==> config.mk <==
export PLATFORM = sky130hd
export DESIGN_NAME = sevenseg_scan_decoder
export DESIGN_NICKNAME = d
export VERILOG_FILES = /design/src/rtl/sevenseg_pkg.sv /design/src/rtl/sevenseg_scan_decoder_sync2.sv /design/src/rtl/sevenseg_scan_decoder.sv
export SDC_FILE = /design/constraint.sdc
export NUM_CORES = 1
export LEC_CHECK = 0
export CORE_ASPECT_RATIO = 1.75
export CORE_MARGIN = 1.5
export CORE_UTILIZATION = 58
export CTS_CLUSTER_DIAMETER = 120
export CTS_CLUSTER_SIZE = 14
export DETAILED_ROUTE_END_ITERATION = 8
export GPL_TIMING_DRIVEN = 0
export PLACE_DENSITY = 0.81
export SKIP_CTS_REPAIR_TIMING = 1
export SLEW_MARGIN = 5
export SYNTH_ARGS = -nofsm -noshare
export SYNTH_HDL_FRONTEND = slang
export SYNTH_SLANG_ARGS = --single-unit
==> constraint.sdc <==
create_clock -name clk -period 3.89 [get_ports clk]
set_clock_uncertainty 0.2 [all_clocks]
set_input_delay 0.778 -clock clk [delete_from_list [all_inputs] [get_ports clk]]
set_output_delay 0.778 -clock clk [all_outputs]
set_load 0.01 [all_outputs]
==> src/rtl/sevenseg_pkg.sv <==
// Shared seven-segment definitions used by both the display encoder and the
// scan decoder, so both ends agree on one hex glyph table.
//   SEG_HEX      : active-low {g,f,e,d,c,b,a} glyphs for nibbles 0..F
//   seg_decode() : glyph -> {hit, nibble}; exact match only
//   seg_encode() : nibble -> glyph
//   scan_state_e : decoder FSM states
package sevenseg_pkg;

    localparam logic [6:0] SEG_HEX [16] = '{
        7'h40, 7'h79, 7'h24, 7'h30, 7'h19, 7'h12, 7'h02, 7'h78,
        7'h00, 7'h10, 7'h08, 7'h03, 7'h46, 7'h21, 7'h06, 7'h0E
    };

    typedef enum logic [1:0] {
        ST_SCAN   = 2'd0,
        ST_SETTLE = 2'd1,
        ST_HOLD   = 2'd2
    } scan_state_e;

    // Returns {1'b1, nibble} on an exact table hit, otherwise all zeros.
    function automatic logic [4:0] seg_decode(input logic [6:0] seg);
        logic [4:0] r;
        r = '0;
        for (int i = 0; i < 16; i++) begin
            if (seg == SEG_HEX[i]) begin
                r = {1'b1, 4'(i)};
            end
        end
        return r;
    endfunction

    function automatic logic [6:0] seg_encode(input logic [3:0] nibble);
        return SEG_HEX[nibble];
    endfunction

endpackage

==> src/rtl/sevenseg_scan_decoder_sync2.sv <==
// Two-flop synchronizer for an asynchronous multi-bit bus.
//   clk, rst : clock, asynchronous active-high reset (flops load RESET_VAL)
//   d_i      : asynchronous input word
//   q_o      : synchronized word, two clocks behind d_i
module sync2 #(
    parameter int               WIDTH     = 1,
    parameter logic [WIDTH-1:0] RESET_VAL = '0
) (
    input  logic             clk,
    input  logic             rst,
    input  logic [WIDTH-1:0] d_i,
    output logic [WIDTH-1:0] q_o
);

    logic [WIDTH-1:0] meta_q;
    logic [WIDTH-1:0] sync_q;

    always_ff @(posedge clk or posedge rst) begin
        if (rst) begin
            meta_q <= RESET_VAL;
            sync_q <= RESET_VAL;
        end else begin
            meta_q <= d_i;
            sync_q <= meta_q;
        end
    end

    assign q_o = sync_q;

endmodule

==> src/rtl/sevenseg_scan_decoder.sv <==
// Receive-side monitor for a 4-digit multiplexed seven-segment display.
// Samples the scanned anode/segment lines, waits for each digit to be stable
// for SETTLE_CYCLES samples, decodes it to a nibble and rebuilds the 16-bit
// displayed word once all four digits have been seen.
//   clk, rst    : clock, asynchronous active-high reset
//   AN          : active-low anodes, AN[3] = leftmost digit
//   sevenPlus   : active-low {dp,g,f,e,d,c,b,a}; dp ignored
//   value       : last complete frame
//   frame_valid : 1-cycle pulse when value updates
//   digit_seen  : digits captured in the current frame
//   decode_err  : 1-cycle pulse, settled glyph not a hex digit
//   anode_err   : 1-cycle pulse, settled anode word not one-hot-low
//   stale       : no digit accepted for TIMEOUT_CYCLES
//   dbg_state   : current FSM state
module sevenseg_scan_decoder
    import sevenseg_pkg::*;
#(
    parameter int SETTLE_CYCLES  = 16,
    parameter int TIMEOUT_CYCLES = 1_000_000
) (
    input  logic        clk,
    input  logic        rst,
    input  logic [3:0]  AN,
    input  logic [7:0]  sevenPlus,
    output logic [15:0] value,
    output logic        frame_valid,
    output logic [3:0]  digit_seen,
    output logic        decode_err,
    output logic        anode_err,
    output logic        stale,
    output logic [1:0]  dbg_state
);

    localparam int CW = $clog2(SETTLE_CYCLES + 1);
    localparam int TW = $clog2(TIMEOUT_CYCLES + 1);

    // Synchronized sample word S = {AN, seg[6:0]}; resets to "display blank".
    logic [10:0] s_w;
    logic [3:0]  s_an;
    logic        unused_dp;

    sync2 #(.WIDTH(11), .RESET_VAL(11'h7FF)) u_sync (
        .clk (clk),
        .rst (rst),
        .d_i ({AN, sevenPlus[6:0]}),
        .q_o (s_w)
    );

    assign s_an      = s_w[10:7];
    assign unused_dp = sevenPlus[7];

    scan_state_e state_q, state_d;
    logic [CW-1:0] cnt_q, cnt_d;
    logic [10:0]   ref_q, ref_d;
    logic          eval;

    logic [15:0]   slots_q;
    logic [3:0]    seen_q, seen_d;
    logic [15:0]   value_q;
    logic          pend_q, pend_d;
    logic          fv_q, de_q, ae_q;
    logic [TW-1:0] tcnt_q;

    always_comb begin
        state_d = state_q;
        cnt_d   = cnt_q;
        ref_d   = ref_q;
        eval    = 1'b0;
        case (state_q)
            ST_SCAN: begin
                if (s_an != 4'hF) begin
                    state_d = ST_SETTLE;
                    cnt_d   = CW'(1);
                    ref_d   = s_w;
                end
            end
            ST_SETTLE: begin
                if (s_an == 4'hF) begin
                    state_d = ST_SCAN;
                    cnt_d   = '0;
                end else if (s_w != ref_q) begin
                    ref_d = s_w;
                    cnt_d = CW'(1);
                end else if (cnt_q == CW'(SETTLE_CYCLES - 1)) begin
                    // This sample is the SETTLE_CYCLES-th identical one.
                    cnt_d   = CW'(SETTLE_CYCLES);
                    eval    = 1'b1;
                    state_d = ST_HOLD;
                end else begin
                    cnt_d = cnt_q + CW'(1);
                end
            end
            ST_HOLD: begin
                if (s_w != ref_q) begin
                    if (s_an == 4'hF) begin
                        state_d = ST_SCAN;
                        cnt_d   = '0;
                    end else begin
                        state_d = ST_SETTLE;
                        ref_d   = s_w;
                        cnt_d   = CW'(1);
                    end
                end
            end
            default: begin
                state_d = ST_SCAN;
                cnt_d   = '0;
            end
        endcase
    end

    // Evaluation of the settled word held in ref_q.
    logic [3:0] an_low;
    logic       onehot;
    logic [1:0] idx;
    logic [4:0] dec;
    logic       accept;

    assign an_low = ~ref_q[10:7];
    assign onehot = (an_low != 4'd0) && ((an_low & (an_low - 4'd1)) == 4'd0);
    assign dec    = seg_decode(ref_q[6:0]);
    assign accept = eval && onehot && dec[4];

    always_comb begin
        case (an_low)
            4'b0010: idx = 2'd1;
            4'b0100: idx = 2'd2;
            4'b1000: idx = 2'd3;
            default: idx = 2'd0;
        endcase
    end

    // Frame completion is flagged one edge after the completing digit lands,
    // so value picks up that digit from slots_q.
    always_comb begin
        seen_d = seen_q;
        if (pend_q) begin
            seen_d = 4'd0;
        end
        if (accept) begin
            seen_d = seen_d | (4'b0001 << idx);
        end
        pend_d = accept && (seen_d == 4'hF);
    end

    always_ff @(posedge clk or posedge rst) begin
        if (rst) begin
            state_q <= ST_SCAN;
            cnt_q   <= '0;
            ref_q   <= '1;
            slots_q <= '0;
            seen_q  <= '0;
            value_q <= '0;
            pend_q  <= 1'b0;
            fv_q    <= 1'b0;
            de_q    <= 1'b0;
            ae_q    <= 1'b0;
            tcnt_q  <= '0;
        end else begin
            state_q <= state_d;
            cnt_q   <= cnt_d;
            ref_q   <= ref_d;
            if (accept) begin
                slots_q[{idx, 2'b00} +: 4] <= dec[3:0];
            end
            seen_q <= seen_d;
            pend_q <= pend_d;
            fv_q   <= pend_q;
            if (pend_q) begin
                value_q <= slots_q;
            end
            de_q <= eval && onehot && !dec[4];
            ae_q <= eval && !onehot;
            if (accept) begin
                tcnt_q <= '0;
            end else if (tcnt_q != TW'(TIMEOUT_CYCLES)) begin
                tcnt_q <= tcnt_q + TW'(1);
            end
        end
    end

    assign value       = value_q;
    assign frame_valid = fv_q;
    assign digit_seen  = seen_q;
    assign decode_err  = de_q;
    assign anode_err   = ae_q;
    assign stale       = (tcnt_q == TW'(TIMEOUT_CYCLES));
    assign dbg_state   = state_q;

endmodule

# Word level (Yosys, flattened, before mapping)
# Cells that the tools add are included.
[word_totals]
reg_bits = 100
output_inout_bits = 26
[classes]
addsub = 4
eq_ne = 34
shift = 3
n_mux = 46
bitwise = 3
reduce_logical = 17
[ops]
columns = ["op", "n"]
rows = [
  ["2-to-1 mux 5 bit", 21],
  ["2-to-1 mux 11 bit", 5],
  ["2-to-1 mux 20 bit", 2],
  ["one-hot mux 11 bit (3 select lines)", 1],
  ["equality test 7 bit (second input constant)", 4],
  ["equality test 7 x 5 -> 1 bit (second input constant)", 3],
  ["equality test 7 x 6 -> 1 bit (second input constant)", 3],
  ["adder 20 x 1 -> 20 bit (second input constant)", 1],
  ["equality test 20 bit (second input constant)", 1],
  ["!= test 20 bit (second input constant)", 1],
  ["bitwise mux 16 bit", 1],
  ["variable shift 4 x 6 -> 16 bit (first input constant)", 1],
  ["variable part select 4 x 6 -> 16 bit", 1],
  ["one-hot mux 5 bit (3 select lines)", 1],
  ["equality test 7 x 2 -> 1 bit (second input constant)", 2],
  ["equality test 7 x 4 -> 1 bit (second input constant)", 2],
  ["equality test 4 bit (second input constant)", 3],
  ["one-hot mux 2 bit (3 select lines)", 2],
  ["!= test 11 bit", 1],
  ["2-to-1 mux 2 bit", 5],
  ["!= test 2 bit (second input constant)", 5],
  ["2-to-1 mux 4 bit", 2],
  ["equality test 7 x 3 -> 1 bit (second input constant)", 1],
  ["logical NOT 7 bit", 1],
  ["other kinds (25)", 37],
]

# Depth between registers and ports, before layout
# Gate-level depths: netlist of run 1.
[depth]
ltp_word = 21
depth_mapped = 11
ltp_nobuf = 7

# Cells and area by module
# From an unflattened synthesis of run 1, not the netlist that was laid out.
[hier_totals]
hier_cells = 440
area_unflattened_um2 = 4974.8
[modules_own_cells]
columns = ["mod", "instances", "cells_each", "area_each_um2"]
rows = [
  ["sevenseg_scan_decoder", 1, 417, 4393.0],
  ["sync2", 1, 23, 581.8],
]

# Worst setup path after synthesis of run 1
# OpenSTA, ideal clock, no wires.
[synth_path]
kind = "reg-to-output"
from = "register tcnt_q[0]"
to = "output stale"
arrival_ns = 1.635
required_ns = 2.912
path_slack_ns = 1.277
stages_incl_launch_ff = 5
n_path_buf = 0
cell_sequence = "dfrtp_1 inv_1 ha_1 or4b_2 nor4_1"
[synth_between]
elab_chain_cells = 1
[synth_lines]
columns = ["element", "line_no", "source"]
rows = [
  ["start: declaration", "sevenseg_scan_decoder.sv:62", "logic [TW-1:0] tcnt_q;"],
  ["start signal: assignment", "sevenseg_scan_decoder.sv:177", "tcnt_q <= tcnt_q + TW'(1);"],
  ["equality test 20 bit", "sevenseg_scan_decoder.sv:187", "assign stale = (tcnt_q == TW'(TIMEOUT_CYCLES));"],
  ["end: declaration", "sevenseg_scan_decoder.sv:30", "output logic stale,"],
]
# No other way between the ends.

# Worst setup path after layout of run 1
# Same ends and word-level chain as after synthesis.

==> results of run 1 <==
-- logic make-up (layout without fill, tap and decap cells) --
family	Yosys count	after routing
AO/OA/AOI/OAI	40	40
XOR/XNOR	36	36
adder cells (fa/ha/maj)	12	12
buffers and inverters	36	91
flip-flops	100	100
multiplexers	41	41
AND/OR/NAND/NOR	161	161
-- critical path: cells and delay by family, from the launching register on --
kind                     cells  cell delay, ps
AND/OR/NAND/NOR              2             900
buffers and inverters        2             710
flip-flops                   1             430
adder cells (fa/ha/maj)      1             150
-- synthesized netlist by cell type, types with 3 or more instances --
cell type  instances  area (sq um)
o22a_1             5          43.8
clkbuf_1           3          11.3
nand3_1           27           135
nand3b_1           3          22.5
nor4_1             9          56.3
dfrtp_1           67          1680
and3_1             5          31.3
inv_1             12          45.0
a21oi_1            6          30.0
xnor2_1           18           158
nand4b_1           4          35.0
dfstp_2           33           867
nand2_1           16          60.1
nor3_1             9          45.0
nor2_2            10          62.6
nor2_4            10           113
nor2b_1            3          18.8
nor2_1            35           131
buf_2              9          45.0
nor4b_1            4          35.0
xor2_1            18           158
mux2_2            37           417
nand4_1           10          62.6
and4_1             3          26.3
ha_1              11           138
a22o_1             5          43.8
a21o_1             3          22.5
buf_6              4          45.0
buf_4              5          37.5
o21ai_0            9          45.0
-- final cells by class --
cell class	count	area [sq um]
Tap cell	92	115
Buffer	24	183
Inverter	12	47.5
Clock inverter	4	50.0
Timing Repair Buffer	39	408
Sequential cell	100	2540
Clock buffer	12	279
Multi-Input combinational cell	290	2150
Fill cell	600	2480
-- worst paths after layout --
| check | startpoint | end | slack (ps) | depth (start not counted) |
|---|---|---|---|---|
| max | tcnt_q[0] | stale | 370 | 5 |
| min | u_sync.meta_q[5] | u_sync.q_o[5] | 160 | 0 |
| max reg2reg | ref_q[3] | slots_q[1] | 1070 | 9 |
| min reg2reg | u_sync.meta_q[5] | u_sync.q_o[5] | 160 | 0 |
| max in group asynchronous | rst | ref_q[3] | 2120 | 3 |
| min in group asynchronous | rst | tcnt_q[16] | 670 | 2 |
-- metal layers --
layer  GRT usage, %  share of wire (%)
met3           4.77                2.6
met5              0                  0
met2           41.7                 56
met4           14.7                4.1
met1           24.8                 38
-- report_power, final --
group	internal (uW)	switching, uW	leakage (uW)	total (uW)
Clock	578	383	0.000164	961
Sequential	1070	13.4	0.00126	1090
Combinational	63.6	90.0	0.00107	154
-- cell usage in the layout, fill, tap and decap left out, drive strengths merged, types with 4 or more instances in the layout --
| cell | count |
|---|---|
| dfrtp | 67 |
| nor2 | 55 |
| mux2 | 39 |
| clkdlybuf4s50 | 38 |
| dfstp | 33 |
| nand3 | 27 |
| buf | 22 |
| xor2 | 18 |
| xnor2 | 18 |
| nand2 | 16 |
| clkbuf | 15 |
| inv | 14 |
| ha | 11 |
| nand4 | 10 |
| nor4 | 9 |
| nor3 | 9 |
| o21ai | 9 |
| a21oi | 6 |
| and3 | 5 |
| a22o | 5 |
| o22a | 5 |
| nor4b | 4 |
| nand4b | 4 |
-- stage by stage --
stage	power [uW]	cells	setup WS, ps
global placement	1250	556	-989
CTS	2220	573	344
detailed placement	1260	557	746
finish	2200	573	367
floorplan	1210	426	348
global route	2280	573	295
-- registers in the layout (all words and copies together), names as in the netlist --
| name | flops |
|---|---|
| slots_q | 16 |
| anode_err | 1 |
| dbg_state | 2 |
| ref_q | 11 |
| digit_seen | 4 |
| pend_q | 1 |
| frame_valid | 1 |
| u_sync.q_o | 11 |
| cnt_q | 5 |
| value | 16 |
| tcnt_q | 20 |
| u_sync.meta_q | 11 |
| decode_err | 1 |
==> results_dict.tcl, run 1 <==
set metrics [dict create \
    cts_tree "built" \
    place_area_sq_um 5440 \
    grt_first_pass_wirelength_mm 16.5 \
    powerDensity_nw_per_um2 381 \
    ant_nets 0 \
    crit_required_ps 2910 \
    grt_setup_unrepaired "false" \
    slowest_delay_ps 610 \
    worstSetupPathType "flip-flop to primary output" \
    fmax_mhz 284 \
    setup_tns_ps 0 \
    power_leakage_uw 0.00249 \
    async_flop_share_pct 100 \
    die_w_microns 72.6 \
    maxSlewHeadroom_pct 46.5 \
    start_util_pct 59.6 \
    gp_congestion 0.808 \
    first_global_vias 3670 \
    ys.flop_type "dfrtp_1" \
    wirelength_mm 9.74 \
    outcome "finished, final reports clean" \
    synthAdderAreaFrac_pct 3.03 \
    syn_area_per_cell_sq_um 11.5 \
    synth_nets 451 \
    nNetsFinal 501 \
    synth.yosys.seq_area_share_pct 51.7 \
    drt_iter0_drc 173 \
    vias_per_cell 5.87 \
    fp-row-count 44 \
    syn_inst 426 \
    end_kind "primary output" \
    cp_cell_sequence "inv_1, ha_1, or4b_2, nor4_1, clkdlybuf4s50_1" \
    synth_simple_gate_area_share_pct 19.2 \
    cts-root-buf "clkbuf_16" \
    yosys_warnings 0 \
    fin_crit_ps 3520 \
    min_period_over_period_pct 90.6 \
    fp.coreArea_sq_um 8260 \
    synth_top_family_by_area "simple AND/OR/NAND/NOR gates" \
    cts_max_level 3 \
    place_hpwl_mm 6.74 \
    clk_latency_ps 350 \
    design_area_sq_um 5770 \
    cap_viol_max_count 0 \
    synth_compound_area_share_pct 5.65 \
    finalSetupViolCount 0 \
    num_antenna_cells 0 \
    vdd_drop_max_mv 0.372 \
    drive_gt1_share_pct 27.7 \
    portBuffers 38 \
    dieArea_sq_um 9060 \
    synth_cell_types 54 \
    grt.overflow.total 0 \
    synth-edff-count 0 \
    grt.total_usage_pct 23.7 \
    antenna_found_initial 0 \
    numCtsBuffers 9 \
    grt_start_max_net_pins 54 \
    cts.sinks 100 \
    hold_violations 0 \
    worst_hold_path_type "flip-flop to flip-flop" \
    ys_ff_latch 100 \
    syn2layout_area_growth_pct 17.4 \
    vias 3366 \
    worstPathArrival_ps 2550 \
    cts_buffer_depth 2 \
    synthMuxAreaShare_pct 9.34 \
    hold_slack_ps 155 \
    utilization_pct 69.9 \
    worst_slew_pin_slew_ps 795 \
    wl_per_cell_microns 17.0 \
    critPathLaunchType "flip-flop" \
    die_y_microns 125 \
    io-pin-count 40 \
    cpMaxStageDelayCell "or4b_2" \
    clk_pin_slew_ps 70 \
    syn-cell-area_sq_um 4920 \
    drc 0 \
    synthXorXnorAreaFrac_pct 6.41 \
    drt-pass1-iter-count 4 \
    critPathMaxFanout 5 \
    slew_viol_final 0 \
]
No activity file was read; power rests on OpenSTA's default activity.
==> run 2: changes to the inputs <==
--- a/config.mk
+++ b/config.mk
@@ -7,5 +7,5 @@
 export LEC_CHECK = 0
 export CORE_ASPECT_RATIO = 1.75
-export CORE_MARGIN = 1.5
+export CORE_MARGIN = 8
 export CORE_UTILIZATION = 58
 export CTS_CLUSTER_DIAMETER = 120
--- a/constraint.sdc
+++ b/constraint.sdc
@@ -3,3 +3,3 @@
 set_input_delay 0.778 -clock clk [delete_from_list [all_inputs] [get_ports clk]]
 set_output_delay 0.778 -clock clk [all_outputs]
-set_load 0.01 [all_outputs]
+set_load 0.05 [all_outputs]
==> results_dict.tcl, run 2 (synthesized netlist as in run 1, its figures left out) <==
set metrics [dict create \
    grt_setup_unrepaired "false" \
    wirelength_mm 9.57 \
    clk_pin_slew_ps 60 \
    wl_per_cell_microns 16.7 \
    hold_depth 0 \
    cts.sinks 100 \
    slew_viol_final 0 \
    ant_nets 0 \
    portBuffers 38 \
    hold_violations 0 \
    powerDensity_nw_per_um2 362 \
    io-pin-count 40 \
    drt-pass1-iter-count 4 \
    cts_tree "built" \
    numCtsBuffers 9 \
    vias 3343 \
    cap_viol_max_count 0 \
    reg2reg_slack_ps 1140 \
    worst_hold_path_type "flip-flop to flip-flop" \
    mostFrequentLayoutCell "dfrtp_1" \
    vias_per_cell 5.83 \
    grt.overflow.total 0 \
    grt.total_usage_pct 17.3 \
    min_period_over_period_pct 96.6 \
    cts_buffer_depth 2 \
    setup_ws_ps 133 \
    die_w_microns 85.6 \
    grt_first_pass_wirelength_mm 16.1 \
    reg2reg_depth 8 \
    outcome "finished, final reports clean" \
    nNetsFinal 501 \
    largest_reg_flops 20 \
    num_antenna_cells 0 \
    critPathLaunchType "flip-flop" \
    drive_gt1_share_pct 27.7 \
    fp-row-count 44 \
    cts-root-buf "clkbuf_16" \
    maxSlewHeadroom_pct 47.2 \
    fmax_mhz 266 \
    worstPathArrival_ps 2780 \
    fp.coreArea_sq_um 8260 \
    cts_max_level 3 \
    p_total_uw 2070 \
    utilization_pct 69.3 \
    antenna_found_initial 0 \
    worst_slew_pin_slew_ps 785 \
    largest-register "tcnt_q" \
    vdd_drop_max_mv 0.285 \
    grt_start_max_net_pins 65 \
    die_y_microns 138 \
    drc 0 \
    layout_common_cells "dfrtp_1 (67), clkdlybuf4s50_1 (38), mux2_2 (37), nor2_1 (35), dfstp_2 (33)" \
    dieArea_sq_um 11800 \
    setup_tns_ps 0 \
    syn2layout_area_growth_pct 16.4 \
    start_util_pct 59.6 \
    drt_iter0_drc 193 \
    place_hpwl_mm 6.98 \
    first_global_vias 3503 \
    fin_crit_ps 3760 \
    end_kind "primary output" \
    power_leakage_uw 0.00247 \
    clk_latency_ps 340 \
    crit_required_ps 2910 \
    stdcell_count 573 \
    worstSetupPathType "flip-flop to primary output" \
    pre_cts_slack_ps 529 \
    critPathMaxFanout 5 \
    finalSetupViolCount 0 \
    dp.cells 557 \
    gp_congestion 0.829 \
]
## run 2: cell count changes in the layout (fill, tap and decap cells not counted), sizes merged
cell,previous run,this run
bufinv,1,0
clkinv,1,2
clkinvlp,0,1
inv,14,13
## run 2: final cells by class
type,instances,area [sq um]
sequential,100,2540
fill,610,2530
multi-input combinational,290,2150
timing repair buffer,39,408
clock buffer,12,256
buffer,24,183
tap,92,115
inverter,12,47.5
clock inverter,4,23.8
## run 2: worst max-delay path, cell delays in order (launching register included)
cell and delay (ps):
dfrtp_1 430, inv_1 110, ha_1 140, or4b_2 610
nor4_1 280, clkdlybuf4s50_1 870
## run 2: worst paths after layout
kind,start,to
setup / recovery,tcnt_q[0],stale
setup reg to reg,ref_q[4],slots_q[3]
hold reg to reg,u_sync.meta_q[0],u_sync.q_o[0]
hold / removal,u_sync.meta_q[0],u_sync.q_o[0]
max in group asynchronous,rst,u_sync.meta_q[1]
min in group asynchronous,rst,cnt_q[1]
## run 2: metal layers
| layer | track usage, % | share of wire (%) | vias up |
|---|---|---|---|
| li1 | - | - | 1599 |
| met1 | 17.3 | 38 | 1648 |
| met2 | 31.7 | 55 | 65 |
| met3 | 3.52 | 3.2 | 31 |
| met4 | 11.1 | 4.0 | 0 |
| met5 | 0 | 0 | - |
## run 2: power breakdown
group          internal [uW]  switching (uW)
Sequential              1070            13.3
Clock                    467             364
Combinational           63.6            89.6
Total                   1600             467
## run 2: through the flow
step | hold slack (ps) | cell area (sq um)
3_3_place_gp | 146 | 5410
6_report | 148 | 5720
3_5_place_dp | 147 | 5440
5_1_grt | 153 | 5720
4_1_cts | 150 | 5720
2_1_floorplan | 145 | 4920
==> run 3: changes to the inputs <==
Settings changed: CTS_CLUSTER_SIZE 14 to 24.
==> results of run 3 <==
Same layout as run 2: the final DEF is identical, and so are final timing and power.
